### src/rtl/gpu_pkg.sv
// Shared GPU core definitions: phase encodings seen by the ALU, LSU,
// PC unit, fetcher and scheduler.
package gpu_pkg;

    localparam int PC_W = 8;

    typedef enum logic [2:0] {
        ST_IDLE    = 3'b000,
        ST_FETCH   = 3'b001,
        ST_DECODE  = 3'b010,
        ST_REQUEST = 3'b011,
        ST_WAIT    = 3'b100,
        ST_EXECUTE = 3'b101,
        ST_UPDATE  = 3'b110,
        ST_DONE    = 3'b111
    } core_state_t;

endpackage

### src/rtl/core_scheduler_if.sv
// Scheduler control bus: the scheduler is master, fetcher/LSU/PC/ALU
// side is slave.
interface core_scheduler_if #(
    parameter int THREADS = 4
);
    import gpu_pkg::*;

    logic               start;
    logic               instr_valid;
    logic [THREADS-1:0] lsu_busy;
    logic               decoded_ret;
    logic [PC_W-1:0]    next_pc;
    logic [2:0]         core_state;
    logic               instr_req;
    logic [PC_W-1:0]    current_pc;
    logic               done;
    logic               timeout_err;

    modport master (
        input  start, instr_valid, lsu_busy, decoded_ret, next_pc,
        output core_state, instr_req, current_pc, done, timeout_err
    );

    modport slave (
        output start, instr_valid, lsu_busy, decoded_ret, next_pc,
        input  core_state, instr_req, current_pc, done, timeout_err
    );

endinterface

### src/rtl/sched_wait_timer.sv
// WAIT-phase watchdog: counts busy WAIT cycles and flags the cycle in
// which the count reaches LIMIT.
module sched_wait_timer #(
    parameter int LIMIT = 255
) (
    input  logic clk,
    input  logic reset,
    input  logic clear,
    input  logic inc,
    output logic expire
);

    localparam logic [7:0] LAST = 8'(LIMIT - 1);

    logic [7:0] cnt;

    always_ff @(posedge clk) begin
        if (reset || clear) begin
            cnt <= '0;
        end else if (inc) begin
            cnt <= cnt + 8'd1;
        end
    end

    assign expire = inc && (cnt == LAST);

endmodule

### src/rtl/core_scheduler.sv
// GPU core phase scheduler. Define SCHED_TIMEOUT_EN to add a WAIT-phase
// watchdog that ends the block with timeout_err after TIMEOUT_CYCLES.
module core_scheduler
    import gpu_pkg::*;
#(
    parameter int THREADS        = 4,
    parameter int TIMEOUT_CYCLES = 255
) (
    input  logic              clk,
    input  logic              reset,
    core_scheduler_if.master  bus
);

    if (TIMEOUT_CYCLES < 1 || TIMEOUT_CYCLES > 255) begin : g_bad_limit
        $error("TIMEOUT_CYCLES must fit the 8-bit wait counter");
    end

    core_state_t        state;
    core_state_t        nxt;
    logic [PC_W-1:0]    pc;
    logic               done_q;
    logic [THREADS-1:0] busy;
    logic               any_busy;
    logic               expire;

    assign busy     = bus.lsu_busy;
    assign any_busy = |busy;

    always_ff @(posedge clk) begin
        if (reset) begin
            state  <= ST_IDLE;
            pc     <= '0;
            done_q <= 1'b0;
        end else begin
            state  <= nxt;
            done_q <= (nxt == ST_DONE);
            if (state == ST_IDLE && bus.start) begin
                pc <= '0;
            end else if (state == ST_UPDATE && !bus.decoded_ret) begin
                pc <= bus.next_pc;
            end
        end
    end

    always_comb begin
        nxt = state;
        unique case (state)
            ST_IDLE:    if (bus.start) nxt = ST_FETCH;
            ST_FETCH:   if (bus.instr_valid) nxt = ST_DECODE;
            ST_DECODE:  nxt = ST_REQUEST;
            ST_REQUEST: nxt = ST_WAIT;
            ST_WAIT: begin
                if (!any_busy)   nxt = ST_EXECUTE;
                else if (expire) nxt = ST_DONE;
            end
            ST_EXECUTE: nxt = ST_UPDATE;
            ST_UPDATE:  nxt = bus.decoded_ret ? ST_DONE : ST_FETCH;
            ST_DONE:    nxt = ST_DONE;
            default:    nxt = ST_IDLE;
        endcase
    end

    always_comb begin
        bus.instr_req  = (state == ST_FETCH);
        bus.core_state = state;
        bus.current_pc = pc;
        bus.done       = done_q;
    end

`ifdef SCHED_TIMEOUT_EN
    logic terr_q;

    // Cleared in REQUEST so every WAIT visit starts counting from zero.
    sched_wait_timer #(
        .LIMIT (TIMEOUT_CYCLES)
    ) u_timer (
        .clk    (clk),
        .reset  (reset),
        .clear  (state == ST_REQUEST),
        .inc    (state == ST_WAIT && any_busy),
        .expire (expire)
    );

    always_ff @(posedge clk) begin
        if (reset) begin
            terr_q <= 1'b0;
        end else if (expire) begin
            terr_q <= 1'b1;
        end
    end

    assign bus.timeout_err = terr_q;
`else
    assign expire          = 1'b0;
    assign bus.timeout_err = 1'b0;
`endif

endmodule

### src/flat_wrapper.sv
// flat-port wrapper written by rule: the top's interface ports become plain ports
module core_scheduler_flat import gpu_pkg::*;
#(
    parameter int THREADS        = 4,
    parameter int TIMEOUT_CYCLES = 255
)
  (clk, reset, bus_start, bus_instr_valid, bus_lsu_busy, bus_decoded_ret, bus_next_pc, bus_core_state, bus_instr_req, bus_current_pc, bus_done, bus_timeout_err);
  core_scheduler_if #(.THREADS(THREADS)) bus_i ();
  input  logic clk;
  input  logic reset;
  input wire logic [$bits(bus_i.start)-1:0] bus_start;
  input wire logic [$bits(bus_i.instr_valid)-1:0] bus_instr_valid;
  input wire logic [$bits(bus_i.lsu_busy)-1:0] bus_lsu_busy;
  input wire logic [$bits(bus_i.decoded_ret)-1:0] bus_decoded_ret;
  input wire logic [$bits(bus_i.next_pc)-1:0] bus_next_pc;
  output wire logic [$bits(bus_i.core_state)-1:0] bus_core_state;
  output wire logic [$bits(bus_i.instr_req)-1:0] bus_instr_req;
  output wire logic [$bits(bus_i.current_pc)-1:0] bus_current_pc;
  output wire logic [$bits(bus_i.done)-1:0] bus_done;
  output wire logic [$bits(bus_i.timeout_err)-1:0] bus_timeout_err;
  assign bus_i.start = bus_start;
  assign bus_i.instr_valid = bus_instr_valid;
  assign bus_i.lsu_busy = bus_lsu_busy;
  assign bus_i.decoded_ret = bus_decoded_ret;
  assign bus_i.next_pc = bus_next_pc;
  assign bus_core_state = bus_i.core_state;
  assign bus_instr_req = bus_i.instr_req;
  assign bus_current_pc = bus_i.current_pc;
  assign bus_done = bus_i.done;
  assign bus_timeout_err = bus_i.timeout_err;
  core_scheduler #(.THREADS(THREADS), .TIMEOUT_CYCLES(TIMEOUT_CYCLES)) u_core (.clk(clk), .reset(reset), .bus(bus_i));
endmodule
### config.mk
export PLATFORM = sky130hd
export DESIGN_NAME = core_scheduler_flat
export DESIGN_NICKNAME = d
export VERILOG_FILES = /design/src/rtl/gpu_pkg.sv /design/src/rtl/core_scheduler_if.sv /design/src/rtl/sched_wait_timer.sv /design/src/rtl/core_scheduler.sv /design/src/flat_wrapper.sv
export SDC_FILE = /design/constraint.sdc
export NUM_CORES = 1
export LEC_CHECK = 0
export ABC_CLOCK_PERIOD_IN_PS = 1300
export BUFFER_PORTS_ARGS = -buffer_cell sky130_fd_sc_hd__clkbuf_2
export CAP_MARGIN = 5
export CORE_MARGIN = 1.5
export CORE_UTILIZATION = 37
export DETAILED_ROUTE_END_ITERATION = 10
export PLACE_DENSITY_LB_ADDON = 0.25
export SETUP_SLACK_MARGIN = 0.05
export SLEW_MARGIN = 20
export SYNTH_ARGS = -nofsm -noshare
export SYNTH_HDL_FRONTEND = slang
export SYNTH_HIERARCHICAL = 1
export SYNTH_SLANG_ARGS = --single-unit
### constraint.sdc
create_clock -name clk -period 1.3 [get_ports clk]
set_clock_uncertainty 0.05 [all_clocks]
set_input_delay 0.26 -clock clk [delete_from_list [all_inputs] [get_ports clk]]
set_output_delay 0.26 -clock clk [all_outputs]
set_load 0.1 [all_outputs]
==> qor.tcl, run 1 <==
set qor(status) {finished with violations}
set qor(failed_checks) {setup timing}
set qor(setup_slack_ns) -0.144
set qor(design_power_total_mw) 0.952
set qor(viasPerCell) 4.94
set qor(setup.reg_to_reg.worst_slack_ns) -0.08
set qor(criticalPathCategory) {reg -> out}
set qor(min_period_ns) 1.44
set qor(detailed_place_hpwl_um) 1060
set qor(comb_power_share) 0.292
set qor(data_arrival_time_at_the_worst_slack_endpoint_ns) 1.13
set qor(drc) 0
set qor(drtPass1Iterations) 3
set qor(drt_first_iter_violations) 4
set qor(core_region_area_sq_um) 1350
set qor(floorplan.initialDensity) 0.411
set qor(synth.avg_cell_area_sq_um) 9.58
set qor(ys_seq_elements) 12
set qor(cts-root-buf) {sky130_fd_sc_hd__clkbuf_4}
set qor(hold_path_class) {in -> reg}
set qor(netlist-cell-type-count) 23
set qor(layout_worst_path_cycle_share) 1.11
set qor(grt_pass1_wl_um) 2380
set qor(synthesis.nets) 75
set qor(first_global_vias) 569
set qor(timing.setup.tns_ns) -0.290
set qor(syn_inst) 58
set qor(cts_buffer_depth) 2
set qor(cellLeakagePower_nw) 0.419
set qor(h_tree_depth) 1
set qor(tritoncts) {built}
set qor(clk_transition_reported_paths_ns) 0.08
set qor(cp.required_ns) 0.99
set qor(sw_frac_of_total) 0.308
set qor(floorplan.rows) 13
set qor(vdd.ir_drop.worst_mv) 0.891
set qor(floorplan.die_area_sq_um) 1740
set qor(net-switching-power_mw) 0.294
set qor(global_route.overflow_total) 0
set qor(setup_viol_count_final) 7
set qor(grt_antenna_before_repair) 0
set qor(synth-seq-area-share) 0.432
set qor(rsz0062_at_grt) {yes}
set qor(synthesis.area_sq_um) 556
set qor(cp_max_fo) 2
set qor(drt_wl_total_um) 1400
set qor(routabilityCongestion) 0.728
set qor(tritoncts_num_sinks) 12
set qor(fp.dieW_um) 41.8
set qor(n_fill_cell) 87
set qor(cts_buffers) 3
set qor(final-max-slew-violation-count) 0
set qor(drt-wirelength-per-cell_um) 12.5
set qor(yosys_warnings) 6
set qor(syn_to_final_growth_pct) 90.3
set qor(num_antenna_cells) 0
set qor(power_density_nw_per_um2) 901
set qor(power.internal_mw) 0.659
set qor(drive_gt1_frac) 0.557
set qor(largest_net_degree_at_the_start_of_global_routing) 9
set qor(dieHeight_um) 41.8
set qor(start_kind) {flip-flop}
set qor(postCtsHoldBufs) 0
set qor(clock.fmax_mhz) 692
set qor(top_level_ports) 31
set qor(final_net_count) 115
set qor(clk-insertion-delay-late_ns) 0.27
set qor(hold_violations) 0
set qor(max_cap_viol_count) 0
set qor(port-buffer-count) 29
set qor(share_clk_of_total_power) 0.309
set qor(worst_setup_path_end_kind) {output port}
set qor(detail-route-antenna-nets) 0
set qor(seqPwrFrac) 0.399
set qor(num_vias) 553
set qor(global_route.usage.total) 0.181
set qor(post-route-util) 0.783
## state kept, by name (all words and copies together), names as in the netlist
register	count
u_core/bus.current_pc	8
u_core/bus.done	1
u_core/bus.core_state	3
## critical path, stage by stage, from the launching register on
cell and delay [ns]:
sky130_fd_sc_hd__dfxtp_4 0.34, sky130_fd_sc_hd__buf_6 0.11, sky130_fd_sc_hd__nor3_4 0.20, sky130_fd_sc_hd__buf_12 0.20
## cell usage after synthesis
master / count / area [sq um]
sky130_fd_sc_hd__a41o_1: 1 / 10.0
sky130_fd_sc_hd__mux2i_1: 8 / 80.1
sky130_fd_sc_hd__nor3_1: 1 / 5.00
sky130_fd_sc_hd__nor2_1: 9 / 33.8
sky130_fd_sc_hd__buf_2: 2 / 10.0
sky130_fd_sc_hd__o211ai_1: 1 / 7.51
sky130_fd_sc_hd__conb_1: 1 / 3.75
sky130_fd_sc_hd__dfxtp_1: 12 / 240
sky130_fd_sc_hd__nand2b_1: 1 / 6.26
sky130_fd_sc_hd__and4bb_2: 1 / 12.5
sky130_fd_sc_hd__nor4_4: 1 / 21.3
sky130_fd_sc_hd__nor4b_1: 1 / 8.76
sky130_fd_sc_hd__a211oi_1: 1 / 7.51
sky130_fd_sc_hd__nand3_1: 1 / 5.00
sky130_fd_sc_hd__inv_1: 3 / 11.3
sky130_fd_sc_hd__a2111oi_2: 1 / 15.0
sky130_fd_sc_hd__o21ai_0: 2 / 10.0
sky130_fd_sc_hd__nand2_1: 2 / 7.51
sky130_fd_sc_hd__nor3b_1: 1 / 7.51
sky130_fd_sc_hd__a21oi_1: 4 / 20.0
sky130_fd_sc_hd__nor2b_1: 1 / 6.26
sky130_fd_sc_hd__buf_6: 1 / 11.3
sky130_fd_sc_hd__buf_4: 2 / 15.0
## placed cells by master (no fill, tap or decap)
cell	n
sky130_fd_sc_hd__o211ai_1	1
sky130_fd_sc_hd__a211oi_2	1
sky130_fd_sc_hd__dfxtp_4	3
sky130_fd_sc_hd__o21ai_0	2
sky130_fd_sc_hd__nand2_1	2
sky130_fd_sc_hd__nor3_4	1
sky130_fd_sc_hd__buf_6	3
sky130_fd_sc_hd__nor4b_4	1
sky130_fd_sc_hd__nor2b_1	1
sky130_fd_sc_hd__a41o_1	1
sky130_fd_sc_hd__nor4_4	1
sky130_fd_sc_hd__nand3_1	1
sky130_fd_sc_hd__a21oi_1	4
sky130_fd_sc_hd__nor3b_1	1
sky130_fd_sc_hd__a2111oi_2	1
sky130_fd_sc_hd__nand2b_1	1
sky130_fd_sc_hd__nor2_1	9
sky130_fd_sc_hd__clkbuf_2	16
sky130_fd_sc_hd__clkbuf_8	1
sky130_fd_sc_hd__mux2i_1	8
sky130_fd_sc_hd__buf_4	8
sky130_fd_sc_hd__clkbuf_4	3
sky130_fd_sc_hd__and4bb_4	1
sky130_fd_sc_hd__conb_1	1
sky130_fd_sc_hd__inv_1	2
sky130_fd_sc_hd__inv_4	1
sky130_fd_sc_hd__dfxtp_1	9
sky130_fd_sc_hd__buf_12	13
## path summary, 6_finish.rpt
path / from / to / depth (start not counted)
setup / recovery: u_core/bus.core_state[1] / bus_instr_req / 3
hold / removal: bus_next_pc[2] / u_core/bus.current_pc[2] / 3
setup reg to reg: u_core/bus.core_state[2] / u_core/bus.done / 4
hold reg to reg: u_core/bus.current_pc[2] / u_core/bus.current_pc[2] / 2
## power by group through the flow
stage | Combinational [mW] | Clock [mW] | Sequential [mW]
detailed placement | 0.241 | 0 | 0.399
CTS | 0.278 | 0.311 | 0.380
global route | 0.295 | 0.327 | 0.381
finish | 0.278 | 0.294 | 0.380
global placement | 0.237 | 0 | 0.399
floorplan | 0.121 | 0 | 0.433
## layer usage
layer / wire (um) / track usage / up-vias / share of wire
li1: - / - / 279 / -
met1: 519 / 0.172 / 249 / 0.37
met2: 773 / 0.331 / 19 / 0.55
met3: 69 / 0.0391 / 6 / 0.049
met4: 40 / 0.135 / 0 / 0.029
met5: 0 / 0 / - / 0
## area by class of cell
type	instances	area, sq um	share of cell area
clock buffers	4	36.3	0.0343
inverters	3	13.8	0.0130
multi-input cells	38	303	0.286
flip-flops and latches	12	251	0.238
well taps	15	18.8	0.0178
repair buffers	40	434	0.411
## per-stage QoR
stage | std cells | hold slack (ns) | instance area [sq um] | setup slack (ns)
4_1_cts | 112 | 0.155 | 1050 | -0.155
3_5_place_dp | 102 | 0.453 | 952 | -0.0100
3_3_place_gp | 102 | 0.441 | 952 | 0.0165
5_1_grt | 112 | 0.159 | 1060 | -0.204
6_report | 112 | 0.167 | 1060 | -0.144
2_1_floorplan | 58 | 0.269 | 608 | -0.552
## kinds of logic after synthesis
kind of cell           after synthesis  synth area share
DFF                                 12             0.432
AOI/OAI and AO/OA                   10             0.126
buffers and inverters                8            0.0856
muxes                                8             0.144
and+or+nand+nor                     19             0.205
other                                1           0.00675
## what timing repair did
action | in CTS | in global routing
buffers inserted | 6 | 1
gates resized for setup | 4 | 2
setup endpoints to repair | 13 | 14
pin swaps | 3 | 2
Power figures use the tool's default switching activity.
==> run 2: changes to the inputs <==
CORE_MARGIN = 2   (was 1.5)
CORE_UTILIZATION = 36   (was 37)
HOLD_SLACK_MARGIN = 0.05   (was unset)
SYNTH_HIERARCHICAL = unset   (was 1)
==> run 2 against run 1 <==
Compared with the run above:
- the run still ends with setup timing left
- critical path type unchanged
- setup slack better by 0.0074 ns
- sequential share of layout area up 2.0 points
- design area down 7.7%
- routed wire length down 10%
- highest routed layer unchanged
- via count down 5.8%
- die area down 0.45%
==> qor.tcl, run 2 <==
set qor(cellLeakagePower_nw) 0.401 ;# -4.2%
set qor(post-route-util) 0.741 ;# -0.0424
set qor(cp_num_buf_inv) 1 ;# -1
set qor(cp_slowest_cell) {sky130_fd_sc_hd__dfxtp_4}
set qor(clock.fmax_mhz) 696 ;# +0.51%
set qor(floorplan.initialDensity) 0.387 ;# -0.0240
set qor(synth.avg_cell_area_sq_um) 9.63 ;# +0.56%
set qor(synthFlopType) {sky130_fd_sc_hd__dfxtp_1}
set qor(netlist_top_cells_count) {sky130_fd_sc_hd__dfxtp_1 (12), sky130_fd_sc_hd__nor2_1 (9), sky130_fd_sc_hd__mux2i_1 (8)}
set qor(ys_seq_elements) 12 ;# unchanged
set qor(hold_path_class) {in -> reg}
set qor(layout_worst_path_cycle_share) 1.11 ;# -0.00567
set qor(tritoncts_num_sinks) 12 ;# unchanged
set qor(routed-wl-met2_um) 632 ;# -18%
set qor(total_area_of_multi_input_combinational_cells_sq_um) 244 ;# -19%
set qor(data_arrival_time_at_the_worst_slack_endpoint_ns) 1.13 ;# about the same
set qor(detail-route-antenna-nets) 0 ;# unchanged
set qor(detailed_place_hpwl_um) 918 ;# -13%
set qor(global_route.usage.total) 0.140 ;# -0.0403
set qor(max_cap_viol_count) 0 ;# unchanged
set qor(tritoncts) {built}
set qor(failed_checks) {setup timing}
set qor(top_level_ports) 31 ;# unchanged
set qor(viasPerCell) 5.01 ;# +1.5%
set qor(status) {finished with violations}
set qor(power_density_nw_per_um2) 1160 ;# +29%
set qor(setup.reg_to_reg.worst_slack_ns) -0.05 ;# +0.03 ns
set qor(grt_pass1_wl_um) 1890 ;# -21%
set qor(cts-root-buf) {sky130_fd_sc_hd__clkbuf_4}
set qor(yosys_warnings) 0 ;# -6
set qor(synth-edff-count) 0 ;# unchanged
set qor(clk_transition_reported_paths_ns) 0.08 ;# about the same
set qor(cts_buffers) 3 ;# unchanged
set qor(dp_worst_setup_slack_ns) 0.0435 ;# +0.0535 ns
set qor(mostFrequentLayoutCell) {sky130_fd_sc_hd__clkbuf_2}
set qor(cp_top_delay_family) {flip-flops}
set qor(worst_r2r_path_depth) 5 ;# +1
set qor(design_power_total_mw) 1.13 ;# +19%
set qor(n_fill_cell) 88 ;# +1.1%
set qor(netlist.top_cell.by_area) {sky130_fd_sc_hd__dfxtp_1}
set qor(core_region_area_sq_um) 1320 ;# -2.4%
set qor(synthMostInstantiatedCell) {sky130_fd_sc_hd__dfxtp_1}
set qor(h_tree_depth) 1 ;# unchanged
set qor(floorplan.die_area_sq_um) 1740 ;# -0.45%
set qor(routabilityCongestion) 0.690 ;# -5.2%
set qor(postSynth.asyncResetShare) 0 ;# unchanged
set qor(hold_violations) 0 ;# unchanged
set qor(place_area_sq_um) 875 ;# -8.1%
set qor(synthesis.nets) 70 ;# -6.7%
set qor(global_route.overflow_total) 0 ;# unchanged
set qor(setup_slack_ns) -0.137 ;# +0.00737 ns
set qor(largest_net_degree_at_the_start_of_global_routing) 10 ;# +1
set qor(vdd.ir_drop.worst_mv) 0.837 ;# -6.0%
set qor(fp.dieW_um) 41.7 ;# -0.23%
set qor(criticalPathCategory) {reg -> out}
set qor(yosys.area.top_type_share) 0.471 ;# +0.0382
set qor(drt_first_iter_violations) 24 ;# +20
set qor(netlist_top_cells_area) {sky130_fd_sc_hd__dfxtp_1 (47%), sky130_fd_sc_hd__mux2i_1 (16%), sky130_fd_sc_hd__nor2_1 (6.6%)}
set qor(postLayoutCellArea_sq_um) 976 ;# -7.7%
set qor(start_kind) {flip-flop}
set qor(largest_register_ffs) 8 ;# unchanged
set qor(rsz0062_at_grt) {yes}
set qor(drtPass1Iterations) 4 ;# +1
set qor(cp.required_ns) 0.99 ;# about the same
set qor(syn_inst) 53 ;# -8.6%
set qor(num_antenna_cells) 0 ;# unchanged
set qor(timing.hold.worst_endpoint) {u_core.bus.core_state[2]}
set qor(port-buffer-count) 29 ;# unchanged
set qor(worst_hold_startpoint) {reset}
set qor(route.met3.wl_um) 85 ;# +23%
set qor(crit_path_cell_trace) {and2b_1 > and2_4 > buf_12}
set qor(netlist-cell-type-count) 23 ;# unchanged
set qor(first_global_vias) 434 ;# -24%
set qor(floorplan.rows) 13 ;# unchanged
set qor(syn_to_final_growth_pct) 91.2
set qor(drc) 0 ;# unchanged
set qor(drive_gt1_frac) 0.506 ;# -0.0511
set qor(critical_path.reg2reg.startpoint) {u_core.bus.core_state[2]}
set qor(drt_wl_total_um) 1260 ;# -10%
set qor(grt_antenna_before_repair) 0 ;# unchanged
set qor(hold_path_depth) 2 ;# -1
set qor(final-max-slew-violation-count) 0 ;# unchanged
set qor(layout.cells.most_common_list) {sky130_fd_sc_hd__clkbuf_2 (16), sky130_fd_sc_hd__buf_12 (15), sky130_fd_sc_hd__nor2_1 (9), sky130_fd_sc_hd__dfxtp_1 (9), sky130_fd_sc_hd__mux2i_1 (7)}
set qor(worst_setup_path_end_kind) {output port}
set qor(drt-wirelength-per-cell_um) 12.1 ;# -3.1%
set qor(synthesis.area_sq_um) 510 ;# -8.1%
set qor(seq_area_sq_um) 251 ;# unchanged
set qor(clk-insertion-delay-late_ns) 0.27 ;# about the same
set qor(cp_max_fo) 2 ;# unchanged
set qor(rr_endpoint) {u_core.bus.current_pc[1]}
set qor(min_period_ns) 1.44 ;# -0.00737 ns
set qor(setup_viol_count_final) 10 ;# +3
set qor(final_net_count) 107 ;# -7.0%
set qor(dieHeight_um) 41.7 ;# -0.23%
set qor(synth-seq-area-share) 0.471 ;# +0.0382
set qor(cts_buffer_depth) 2 ;# unchanged
set qor(num_vias) 521 ;# -5.8%
set qor(dr.max_layer_used) {met4}
set qor(critPathMaxStageDelay_ns) 0.35 ;# about the same
set qor(routedLengthMet1_um) 529 ;# +1.9%
run 2: power by group:
part	total, mW	switching, mW	internal (mW)
Sequential	0.407	0.0219	0.385
Clock	0.289	0.119	0.170
Combinational	0.434	0.249	0.185
run 2: cell families after synthesis:
kind of cell / after synthesis / synth area share
AND/OR/NAND/NOR: 18 / 0.189
flip-flops: 12 / 0.471
AO/OA/AOI/OAI: 9 / 0.113
multiplexers: 8 / 0.157
buffers and inverters: 5 / 0.0637
other: 1 / 0.00735
run 2: metrics by stage:
stage	hold slack, ns	TNS (ns)	std cells
2_1_floorplan	0.269	-1.41	53
3_5_place_dp	0.429	0	94
5_1_grt	0.147	-1.06	104
4_1_cts	0.144	-0.479	103
3_3_place_gp	0.430	0	94
6_report	0.145	-0.386	104
run 2: per-layer routing:
layer  GRT usage  up-vias
met5           0        -
met4      0.0581        0
met3      0.0217        2
met2       0.228       26
met1       0.184      240
li1            -      253
run 2: what timing repair did:
item	4_1_cts	5_1_grt
pin swaps	3	2
hold buffers	0	0
buffers inserted	5	1
resized for setup	1	1
setup endpoints to repair	2	12
run 2: worst max-delay path by stage:
stage	from	to	slack, ns	cells past startpoint
2_1_floorplan	u_core.bus.core_state[1]	u_core.bus.current_pc[0]	-0.17	5
3_3_place_gp	bus_decoded_ret	u_core.bus.current_pc[4]	0.07	5
3_5_place_dp	bus_decoded_ret	u_core.bus.current_pc[0]	0.04	5
4_1_cts	u_core.bus.core_state[2]	bus_instr_req	-0.14	3
5_1_grt	u_core.bus.core_state[2]	bus_instr_req	-0.20	3
6_report	u_core.bus.core_state[2]	bus_instr_req	-0.14	3
run 2: area by class of cell:
type	instances	share of cell area
well taps	15	0.0192
repair buffers	36	0.432
multi-input cells	36	0.250
clock buffers	4	0.0372
flip-flops and latches	12	0.258
inverters	1	0.00385
==> run 3: changes to the inputs <==
CORE_UTILIZATION = 38   (was 36)
CTS_BUF_LIST = sky130_fd_sc_hd__clkbuf_4   (was unset)
==> run 3 against run 2 <==
Compared with the run above:
- largest cell class unchanged
- clock power is 21% lower
- sequential cell count stayed put
- maximum frequency is 0.30% lower
- highest routed layer unchanged
- final cell count is 2.9% higher
- register-to-register slack worse by 0.02 ns
- the flow still finishes with violations (setup timing)
- via count is 3.8% higher
- critical path depth stayed put
==> qor.tcl, run 3 (same netlist as run 2, synthesis figures left out) <==
set qor(status) {finished with violations}
set qor(failed_checks) {setup timing}
set qor(global_route.overflow_total) 0 ;# unchanged
set qor(final-max-slew-violation-count) 0 ;# unchanged
set qor(num_vias) 541 ;# +3.8%
set qor(drive_gt1_frac) 0.543 ;# +0.0379
set qor(fp.dieW_um) 40.7 ;# -2.4%
set qor(dr.max_layer_used) {met4}
set qor(cp.required_ns) 0.99 ;# about the same
set qor(final_net_count) 110 ;# +2.8%
set qor(routed-wl-met2_um) 673 ;# +6.5%
set qor(detailed_place_hpwl_um) 873 ;# -4.9%
set qor(cp_max_fo) 3 ;# +1
set qor(timing.setup.tns_ns) -0.641 ;# -0.254 ns
set qor(power.internal_mw) 0.706 ;# -4.6%
set qor(first_global_vias) 418 ;# -3.7%
set qor(clk_transition_reported_paths_ns) 0.07 ;# about the same
set qor(worst_r2r_path_depth) 6 ;# +1
set qor(hold_violations) 0 ;# unchanged
set qor(drc) 0 ;# unchanged
set qor(drt_wl_total_um) 1340 ;# +6.1%
set qor(layout_worst_path_cycle_share) 1.11 ;# +0.00337
set qor(clock.fmax_mhz) 694 ;# -0.30%
set qor(largest_register_ffs) 8 ;# unchanged
set qor(max_cap_viol_count) 0 ;# unchanged
set qor(floorplan.rows) 13 ;# unchanged
set qor(critical_path.reg2reg.startpoint) {u_core.bus.core_state[2]}
set qor(dieHeight_um) 40.7 ;# -2.4%
set qor(routabilityCongestion) 0.792 ;# +15%
set qor(drtPass1Iterations) 4 ;# unchanged
set qor(whs_ns) 0.172 ;# +0.0268 ns
set qor(timing.hold.worst_endpoint) {u_core.bus.core_state[0]}
set qor(min_period_ns) 1.44 ;# +0.00438 ns
set qor(power_density_nw_per_um2) 1090 ;# -5.5%
set qor(routedLengthMet1_um) 553 ;# +4.5%
set qor(viasPerCell) 5.06 ;# +0.93%
set qor(cp_slowest_cell) {sky130_fd_sc_hd__dfxtp_4}
set qor(num_antenna_cells) 0 ;# unchanged
set qor(setup.reg_to_reg.worst_slack_ns) -0.07 ;# -0.02 ns
set qor(crit_path_cell_trace) {and2b_1 > and2_4 > buf_12}
set qor(largest_net_degree_at_the_start_of_global_routing) 10 ;# unchanged
set qor(route.met3.wl_um) 92 ;# +8.2%
set qor(slew-limit-headroom) 0.657
set qor(start_kind) {flip-flop}
set qor(core_region_area_sq_um) 1280 ;# -2.5%
set qor(hold_path_depth) 2 ;# unchanged
set qor(rr_endpoint) {u_core.bus.current_pc[4]}
set qor(hold_path_class) {in -> reg}
set qor(setup_slack_ns) -0.141 ;# -0.00438 ns
set qor(cts_buffers) 3 ;# unchanged
set qor(drt-wirelength-per-cell_um) 12.5 ;# +3.1%
set qor(clk-insertion-delay-late_ns) 0.27 ;# about the same
set qor(drt_first_iter_violations) 14 ;# -42%
set qor(cts_buffer_depth) 2 ;# unchanged
set qor(cts-root-buf) {sky130_fd_sc_hd__clkbuf_4}
set qor(setup_viol_count_final) 11 ;# +1
set qor(data_arrival_time_at_the_worst_slack_endpoint_ns) 1.13 ;# about the same
set qor(tritoncts) {built}
set qor(floorplan.die_area_sq_um) 1650 ;# -4.8%
set qor(global_route.usage.total) 0.179 ;# +0.0392
set qor(critPathMaxStageDelay_ns) 0.35 ;# about the same
set qor(mostFrequentLayoutCell) {sky130_fd_sc_hd__clkbuf_2}
set qor(criticalPathCategory) {reg -> out}
set qor(cellLeakagePower_nw) 0.415 ;# +3.4%
set qor(share_clk_of_total_power) 0.205 ;# -0.051
set qor(sw_frac_of_total) 0.366 ;# +0.0207
set qor(syn_to_final_growth_pct) 99.3
set qor(grt_antenna_before_repair) 0 ;# unchanged
set qor(max_slew.worst_pin.slew_ns) 0.508
set qor(worst_hold_startpoint) {reset}
set qor(postCtsHoldBufs) 0 ;# unchanged
set qor(dp_worst_setup_slack_ns) 0.0420 ;# -0.00153 ns
set qor(h_tree_depth) 1 ;# unchanged
set qor(tritoncts_num_sinks) 12 ;# unchanged
set qor(net-switching-power_mw) 0.407 ;# +4.4%
set qor(grt_pass1_wl_um) 1860 ;# -1.4%
set qor(worst_setup_path_end_kind) {output port}
set qor(detail-route-antenna-nets) 0 ;# unchanged
set qor(top_level_ports) 31 ;# unchanged
set qor(port-buffer-count) 29 ;# unchanged
set qor(layout.cells.most_common_list) {sky130_fd_sc_hd__clkbuf_2 (16), sky130_fd_sc_hd__buf_12 (15), sky130_fd_sc_hd__nor2_1 (9), sky130_fd_sc_hd__dfxtp_1 (9), sky130_fd_sc_hd__mux2i_1 (8)}
set qor(floorplan.initialDensity) 0.397 ;# +0.00981
set qor(seqPwrFrac) 0.369 ;# +0.009
set qor(comb_power_share) 0.426 ;# +0.042
set qor(rsz0062_at_grt) {yes}
set qor(vdd.ir_drop.worst_mv) 0.887 ;# +5.9%
set qor(design_power_total_mw) 1.11 ;# -1.5%
run 3: cell types whose count changed in the layout (fill, tap and decap cells not counted), sizes merged:
cell,delta
clkinv,+1
clkbuf,-1
buf,+3
run 3: critical path, delay by kind of cell (launching register included):
family	cells	cell delay (ns)
buffers and inverters	1	0.16
flip-flops	1	0.35
AND/OR/NAND/NOR	2	0.35
run 3: routing by layer:
layer | vias to the layer above | global-route usage
met5 | - | 0
met4 | 0 | 0.100
met3 | 5 | 0.0543
met2 | 25 | 0.282
met1 | 244 | 0.217
li1 | 267 | -
run 3: metrics by stage:
| stage | utilization | instance area [sq um] | cells |
|---|---|---|---|
| 2_1_floorplan | - | 533 | 53 |
| 4_1_cts | 0.749 | 962 | 104 |
| 3_5_place_dp | 0.681 | 875 | 94 |
| 3_3_place_gp | 0.681 | 875 | 94 |
| 6_report | 0.792 | 1020 | 107 |
| 5_1_grt | 0.792 | 1020 | 107 |
run 3: repair_timing:
action,4_1_cts,5_1_grt
pin swaps,2,6
setup endpoints to repair,3,12
endpoints found under the hold margin,0,0
resized for setup,1,7
buffers inserted,6,3
run 3: layout make-up:
cell class | count | area, sq um
inverters | 1 | 3.75
repair buffers | 39 | 448
clock buffers | 3 | 22.5
clock inverters | 1 | 3.75
multi-input cells | 36 | 269
flip-flops and latches | 12 | 251
well taps | 15 | 18.8
fillers | 80 | 268
run 3: power by group through the flow:
stage / registers, mW / logic, mW / clock network [mW]
after detailed placement: 0.429 / 0.348 / 0
after floorplan: 0.513 / 0.145 / 0
final: 0.411 / 0.474 / 0.228
after global placement: 0.428 / 0.347 / 0
after CTS: 0.406 / 0.426 / 0.236
after global routing: 0.413 / 0.493 / 0.250
run 3: worst max-delay path by stage:
| stage | start | end | slack [ns] | depth (start not counted) |
|---|---|---|---|---|
| 2_1_floorplan | u_core.bus.core_state[1] | u_core.bus.current_pc[0] | -0.17 | 5 |
| 3_3_place_gp | bus_decoded_ret | u_core.bus.current_pc[7] | 0.07 | 5 |
| 4_1_cts | u_core.bus.core_state[2] | bus_instr_req | -0.15 | 3 |
| 5_1_grt | u_core.bus.core_state[2] | bus_instr_req | -0.20 | 3 |
| 6_report | u_core.bus.core_state[2] | bus_instr_req | -0.14 | 3 |
| 3_5_place_dp | bus_decoded_ret | u_core.bus.current_pc[4] | 0.04 | 5 |
